$ cat src/rtl/slt_pkg.sv
// Shared definitions for the bit-serial set-less-than unit.
//   state_t   : FSM state encoding (IDLE, SIGN, SCAN, DONE)
//   idx_width : width of the bit-index down-counter for a given operand width
package slt_pkg;

    typedef enum logic [1:0] {
        ST_IDLE = 2'd0,
        ST_SIGN = 2'd1,
        ST_SCAN = 2'd2,
        ST_DONE = 2'd3
    } state_t;

    // Bits needed to index 0..width-1; never less than one bit.
    function automatic int unsigned idx_width(input int unsigned width);
        int unsigned w;
        w = $clog2(width);
        return (w < 1) ? 1 : w;
    endfunction

endpackage

$ cat src/rtl/zext_1_to_w.sv
// Zero-extends a single flag bit to a WIDTH-bit word.
//   flag : input bit, lands in word[0]
//   word : {(WIDTH-1) zeros, flag}
module zext_1_to_w #(
    parameter int unsigned WIDTH = 32
) (
    input  logic             flag,
    output logic [WIDTH-1:0] word
);

    assign word = {{(WIDTH-1){1'b0}}, flag};

endmodule

$ cat src/rtl/slt_serial_ctrl.sv
// Multi-cycle set-less-than unit (slt/sltu/slti/sltiu) for low-area cores.
// Scans captured operands MSB to LSB, one bit per cycle, and reports the
// less-than flag zero-extended to WIDTH bits. One operation in flight.
//   clk, reset           : clock, synchronous active-high reset
//   in_valid/in_ready    : operand request handshake (a, b, is_signed)
//   out_valid/out_ready  : result handshake (result)
//   busy                 : an operation is in SIGN, SCAN or DONE
module slt_serial_ctrl
    import slt_pkg::*;
#(
    parameter int unsigned WIDTH      = 32,
    parameter bit          EARLY_EXIT = 1'b1
) (
    input  logic             clk,
    input  logic             reset,
    input  logic             in_valid,
    output logic             in_ready,
    input  logic [WIDTH-1:0] a,
    input  logic [WIDTH-1:0] b,
    input  logic             is_signed,
    output logic             out_valid,
    input  logic             out_ready,
    output logic [WIDTH-1:0] result,
    output logic             busy
);

    localparam int unsigned    IW        = idx_width(WIDTH);
    localparam int unsigned    MSB       = WIDTH - 1;
    localparam logic [IW-1:0]  IDX_START = IW'(WIDTH - 2);

    state_t           state;
    logic [WIDTH-1:0] a_r;
    logic [WIDTH-1:0] b_r;
    logic             signed_r;
    logic [IW-1:0]    idx;
    logic             lt;
    logic             found;

    // Current scan bit pair.
    logic             a_bit;
    logic             b_bit;
    logic             bit_diff;

    assign a_bit    = a_r[idx];
    assign b_bit    = b_r[idx];
    assign bit_diff = a_bit ^ b_bit;

    // Control FSM, operand registers, index counter and lt flag.
    always_ff @(posedge clk) begin
        if (reset) begin
            state     <= ST_IDLE;
            a_r       <= '0;
            b_r       <= '0;
            signed_r  <= 1'b0;
            idx       <= '0;
            lt        <= 1'b0;
            found     <= 1'b0;
            in_ready  <= 1'b0;
            out_valid <= 1'b0;
            busy      <= 1'b0;
        end else begin
            case (state)
                ST_IDLE: begin
                    if (in_valid && in_ready) begin
                        a_r      <= a;
                        b_r      <= b;
                        signed_r <= is_signed;
                        lt       <= 1'b0;
                        found    <= 1'b0;
                        in_ready <= 1'b0;
                        busy     <= 1'b1;
                        state    <= ST_SIGN;
                    end else begin
                        in_ready <= 1'b1;
                    end
                end

                // Differing MSBs decide the result on their own; which operand
                // wins depends on whether the MSB is a sign bit.
                ST_SIGN: begin
                    if (a_r[MSB] != b_r[MSB]) begin
                        lt    <= signed_r ? a_r[MSB] : b_r[MSB];
                        found <= 1'b1;
                        if (EARLY_EXIT) begin
                            state <= ST_DONE;
                        end else begin
                            idx   <= IDX_START;
                            state <= ST_SCAN;
                        end
                    end else begin
                        idx   <= IDX_START;
                        state <= ST_SCAN;
                    end
                end

                // MSBs matched (or already decided): below the MSB the operand
                // with the 1 at the first differing bit is the larger one.
                ST_SCAN: begin
                    if (!found && bit_diff) begin
                        lt    <= b_bit;
                        found <= 1'b1;
                    end
                    if ((EARLY_EXIT && bit_diff) || (idx == '0)) begin
                        state <= ST_DONE;
                    end else begin
                        idx <= idx - IW'(1);
                    end
                end

                // out_valid rises one cycle after entering DONE and holds
                // until the consumer takes the result.
                ST_DONE: begin
                    if (!out_valid) begin
                        out_valid <= 1'b1;
                    end else if (out_ready) begin
                        out_valid <= 1'b0;
                        busy      <= 1'b0;
                        in_ready  <= 1'b1;
                        state     <= ST_IDLE;
                    end
                end

                default: state <= ST_IDLE;
            endcase
        end
    end

    zext_1_to_w #(
        .WIDTH (WIDTH)
    ) u_zext (
        .flag (lt),
        .word (result)
    );

endmodule

$ cat config.mk
export PLATFORM = sky130hd
export DESIGN_NAME = slt_serial_ctrl
export DESIGN_NICKNAME = d
export VERILOG_FILES = /design/src/rtl/slt_pkg.sv /design/src/rtl/zext_1_to_w.sv /design/src/rtl/slt_serial_ctrl.sv
export SDC_FILE = /design/constraint.sdc
export NUM_CORES = 1
export LEC_CHECK = 0
export CORE_UTILIZATION = 53
export CTS_CLUSTER_DIAMETER = 80
export DETAILED_ROUTE_END_ITERATION = 7
export GPL_TIMING_DRIVEN = 0
export PLACE_DENSITY_LB_ADDON = 0.3
export SLEW_MARGIN = 5
export SYNTH_ARGS = -nofsm -noshare
export SYNTH_HDL_FRONTEND = slang
export SYNTH_SLANG_ARGS = --single-unit
$ cat constraint.sdc
create_clock -name clk -period 4.28 [get_ports clk]
set_input_delay 1.284 -clock clk [delete_from_list [all_inputs] [get_ports clk]]
set_output_delay 1.284 -clock clk [all_outputs]
set_load 0.02 [all_outputs]
; Yosys cells after proc, flatten, opt, wreduce, memory -nomap -nowiden
; Index checks and enable logic that the tools add are counted.
[word_totals]
input_bits = 69
word_cells = 71
reg_bits = 77
[classes]
bitwise = 1
n_eq_ne = 12
n_addsub = 1
order_cmp = 1
n_reduce_logical = 15
mux = 31
[op_table]
columns = operator, n
row1 = $mux 1, 17
row2 = $ne 2x2->1 const B, 8
row3 = $reduce_and 4->1, 3
row4 = $bmux 1 s5, 2
row5 = $mux 5, 2
row6 = $pmux 5 s2, 1
row7 = $mux 2, 4
row8 = $pmux 2 s4, 1
row9 = $lt 5x6->1 const B, 1
row10 = $pmux 1 s3, 2
row11 = $reduce_and 3->1, 2
row12 = $logic_not 5->1, 1
row13 = $sub 5x1->5 const B, 1
row14 = $eq 2x2->1 const B, 2
row15 = $pmux 1 s2, 2
row16 = $reduce_bool 2->1, 2
row17 = $reduce_bool 3->1, 1
row18 = $eq 2x1->1 const B, 1
row19 = $logic_and 1x1->1, 2
row20 = $logic_not 2->1, 1
row21 = $reduce_and 2->1, 1
row22 = $logic_not 1->1, 1
row23 = $logic_or 1x1->1, 1
row24 = $ne 1x1->1, 1
row25 = $xor 1x1->1, 1

; Logic depth before layout (Yosys ltp)
[logic_depth]
ltp_word = 6
ltp_mapped = 9
ltp_nobuf = 7

; By module
; A second synthesis with hierarchy kept.
[hier_totals]
cells_unflattened = 478
hier_area_um2 = 3912.5
[modules_own_cells]
columns = mod, instances, cells_each, seq_area_each_um2, area_each_um2
row1 = slt_serial_ctrl, 1, 445, 1541.5, 3668.5
row2 = zext_1_to_w, 1, 33, 0.0, 244.0

; Worst setup path after synthesis
; No wires, ideal clock.
[synth_path]
path_kind = reg2reg
from = register idx[1]
to = register lt
setup_slack_ns = 1.685
period_less_slack_ns = 2.595
required_ns = 4.159
arrival_ns = 2.473
stages_incl_launch_ff = 9
n_path_buf = 1
cell_sequence = dfxtp_1 -> buf_6 -> mux4_2 -> mux2i_1 -> nor3_1 -> or4_4 -> xnor2_2 -> o221a_2 -> mux2_4
[synth_via]
elab_chain_cells = 6
[synth_lines]
columns = item, line_no
row1 = "start, declared", slt_serial_ctrl.sv:35  ; logic [IW-1:0] idx;
row2 = "start signal, assigned", slt_serial_ctrl.sv:106  ; idx <= idx - IW'(1);
row3 = $bmux 1 s5 (on tied branches), "slt_serial_ctrl.sv:44, slt_serial_ctrl.sv:45"
row4 = $mux 1 (on tied branches), "slt_serial_ctrl.sv:44, slt_serial_ctrl.sv:45"
row5 = $xor 1x1->1, slt_serial_ctrl.sv:46  ; assign bit_diff = a_bit ^ b_bit;
row6 = $logic_and 1x1->1, slt_serial_ctrl.sv:99  ; if (!found && bit_diff) begin
row7 = $ne 2x2->1 (no source line), -
row8 = $reduce_and 4->1 (no source line), -
row9 = "end signal, assigned", slt_serial_ctrl.sv:82  ; lt <= signed_r ? a_r[MSB] : b_r[MSB];
row10 = "end signal, assigned", slt_serial_ctrl.sv:100  ; lt <= b_bit;
row11 = "end, declared", slt_serial_ctrl.sv:36  ; logic lt;
; Several ways; a longest one is shown, not always the timed one. The select of a mux whose other input is x is not followed.
; A chain may end at the register's enable or synchronous reset.

; Final worst setup path
[layout_path]
from = input in_valid
to = register a_r[16]
[layout_via]
elab_chain_cells = 2
[layout_lines]
columns = item, line_no
row1 = "start, declared", slt_serial_ctrl.sv:16  ; input logic in_valid,
row2 = $logic_and 1x1->1, slt_serial_ctrl.sv:64  ; if (in_valid && in_ready) begin
row3 = $reduce_and 2->1 (no source line), -
row4 = "end signal, assigned", slt_serial_ctrl.sv:52  ; a_r <= '0;
row5 = "end signal, assigned", slt_serial_ctrl.sv:65  ; a_r <= a;
row6 = "end, declared", slt_serial_ctrl.sv:32  ; logic [WIDTH-1:0] a_r;
; No other way between the ends.

==> qor.txt <==
Post-synthesis sequential area ratio = 39.4%
Clk sinks = 77
Top_reg_cell synth = dfxtp_1
Post-CTS Setup Bufs = 0
Avg Cell Area, Syn = 8.18 sq um
P_int = 1.69 mW
# rows = 30
Comb power frac = 43.1%
First-pass GRT wire length = 15.1 mm
I/O Pins = 104
Fillers = 556
Reg power frac = 34.6%
Hold Path Class = flip-flop to flip-flop
H-tree depth = 3
# setup viols final = 0
RSZ-0062 raised after global routing = no
Final worst setup slack = 1.16 ns
Post-route ant nets = 0
CTS Buf Count = 9
Period utilisation layout = 72.9%
Synthesis-to-finish area growth = 29.6%
Vias in the first global route = 3395
Critical Path AT = 3.40 ns
Share of post-route cells with drive strength above 1 = 11.6%
Cell leakage power = 1.98 nW
Die ar. = 0.00773 sq mm
Max Slew Vio Count = 0
Global Route Usage Sum = 25.8%
Kind of critical path = input port to flip-flop
Die height = 87.9 um
Pin slew with the least headroom to its limit = 0.840 ns
Warning count from the yosys run = 0
Slew headroom = 42.5%
VDD IR-drop max = 276 uV
Asr flop ratio synth = 0%
Status = finished, final reports clean
Core ar. = 0.00694 sq mm
# diodes = 0
Crit Path Max Fanout = 10
Largest net degree at the start of global routing = 13
Worst skew pair latency = 0.35 ns
Gp weighted congestion = 0.928
Number of synthesized flops with an enable pin = 0
Gr ovfl total = 0
TritonCTS clock tree = built
HPWL after DPL = 7.04 mm
Achievable Freq = 321 MHz
Netlist cell types = 46
Clock power frac = 22.3%
Max Cap Viol = 0
Final nets = 666
CP Capture Type = flip-flop
Vias after detailed routing = 3628
Post-route minimum period = 3.12 ns
Clk root buf = clkbuf_8
Port bufs = 71
Routed WL = 9.46 mm
DRT Pass-1 Iters = 5
DRC viols = 0
Startpoint types = input port
Setup TNS = 0 ns
Routed vias/inst = 5.26
Number of synthesized register bits = 77
Fin. Hold Viols = 0
DP Worst Slack = 0.816 ns
P_sw = 1.01 mW
CTS Hold Buffers Added = 0
PwrDens = 532 mW/mm^2
Die span in x = 87.9 um
Critical Path RT = 4.56 ns
Initial antenna violation count = 0
Switch share = 37.4%
Mapped Cells = 478
DR WL/cell = 13.7 um
Initial core utilization = 56.3%
Clock transition at path regs = 0.08 ns
Synth Cell Area = 0.00391 sq mm
Detailed Route Iter0 Violations = 206
Worst R2R Setup Slack = 1.39 ns
Final setup skew = 0.00774 ns
PostCTS Resize Cnt = 0
Max Root-Sink Buffers = 2
-- layer usage --
metal / vias up / global-route usage (%) / wire length, um / part of all wire, %
met5: - / 0 / 0 / 0
met1: 1686 / 31.1 / 3980 / 42
met4: 0 / 11.0 / 185 / 2.0
met3: 20 / 5.18 / 534 / 5.6
met2: 132 / 44.6 / 4750 / 50
li1: 1790 / - / - / -
-- per-stage QoR --
stage	std cells	total power [mW]	utilization [%]	hold WS (ns)	instance area, sq um
after detailed placement	675	2.09	69.9	0.444	4850
after global routing	690	2.85	73.0	0.467	5070
final	690	2.70	73.0	0.453	5070
after CTS	690	2.69	73.0	0.455	5070
after global placement	675	2.05	69.9	0.438	4850
after floorplan	508	1.79	-	0.432	4020
-- worst paths after layout --
| check | start | end | cells past startpoint |
|---|---|---|---|
| worst max-delay path | in_valid | a_r[16] | 7 |
| worst min-delay path | a_r[26] | a_r[26] | 2 |
| worst max register to register | idx[1] | lt | 8 |
| worst min register to register | a_r[26] | a_r[26] | 2 |
-- final cells by class --
type | count | area, sq um | share of cell area (%)
flip-flops and latches | 77 | 1540 | 30.4
repair buffers | 71 | 711 | 14.0
well taps | 96 | 120 | 2.37
clock buffers | 10 | 138 | 2.72
multi-input cells | 357 | 2040 | 40.2
inverters | 10 | 37.5 | 0.741
clock inverters | 5 | 75.1 | 1.48
plain buffers | 64 | 405 | 8.00
-- cell usage after synthesis (2+ instances only) --
cell type	instances	area share [%]
o41ai_1	2	0.45
dfxtp_1	77	39
a22o_1	3	0.67
nor2b_1	9	1.4
a2111oi_0	4	0.90
buf_1	2	0.19
o21ai_0	3	0.38
nor2_1	16	1.5
nor3_1	6	0.77
nand2_1	145	14
nand2b_1	3	0.48
inv_1	9	0.86
mux4_2	5	2.9
buf_4	36	6.9
and3_1	2	0.32
ha_1	7	2.2
buf_6	2	0.58
a2111oi_2	2	0.77
mux4_1	5	3.4
nand3_1	5	0.64
a211oi_1	9	1.7
nor4_1	2	0.32
clkbuf_1	22	2.1
a21oi_1	70	9.0
mux2i_1	11	2.8
-- worst max-delay path, cell delays in order --
cell,delay (ns)
clkdlybuf4s50_1,0.51
and3_1,0.17
clkbuf_1,0.33
clkbuf_1,0.45
buf_1,0.38
nand2_1,0.14
a21oi_1,0.14
-- flip-flops by register name, summed over array words and instances (netlist names) --
signal     count
state          2
out_valid      1
a_r           32
found          1
b_r           32
in_ready       1
busy           1
lt             1
idx            5
signed_r       1
-- layout by cell type, fill, tap and decap left out, types with 3 or more instances in the layout --
cell type        count
mux4_2               5
nor2_1              16
buf_4               36
mux4_1               5
dfxtp_1             77
nor2b_1              9
clkdlybuf4s50_1     71
nand3_1              5
a2111oi_0            4
a21oi_1             70
conb_1              31
clkbuf_1            22
ha_1                 7
nand2b_1             3
a211oi_1             9
nand2_1            145
inv_1                9
a22o_1               3
nor3_1               6
clkinv_2             3
clkbuf_8            10
o21ai_0              3
mux2i_1             11
-- cells by family (layout without fill, tap and decap cells) --
logic type | count (synthesis) | in the layout | share of synthesized area, %
AND/OR/NAND/NOR | 192 | 192 | 20.6
flip-flops | 77 | 77 | 39.4
multiplexers | 22 | 22 | 9.44
buffers and inverters | 74 | 160 | 11.3
XOR/XNOR | 3 | 3 | 1.06
other | 1 | 31 | 0.0959
adder cells (fa/ha/maj) | 7 | 7 | 2.24
AO/OA/AOI/OAI | 102 | 102 | 15.9
-- power groups by stage --
stage	clock network, mW	registers [mW]	logic [mW]
finish	0.602	0.934	1.16
floorplan	0	0.937	0.849
global route	0.630	0.948	1.27
detailed placement	0	0.947	1.15
CTS	0.605	0.932	1.15
global placement	0	0.941	1.11
(Power assumes the default switching activity.)
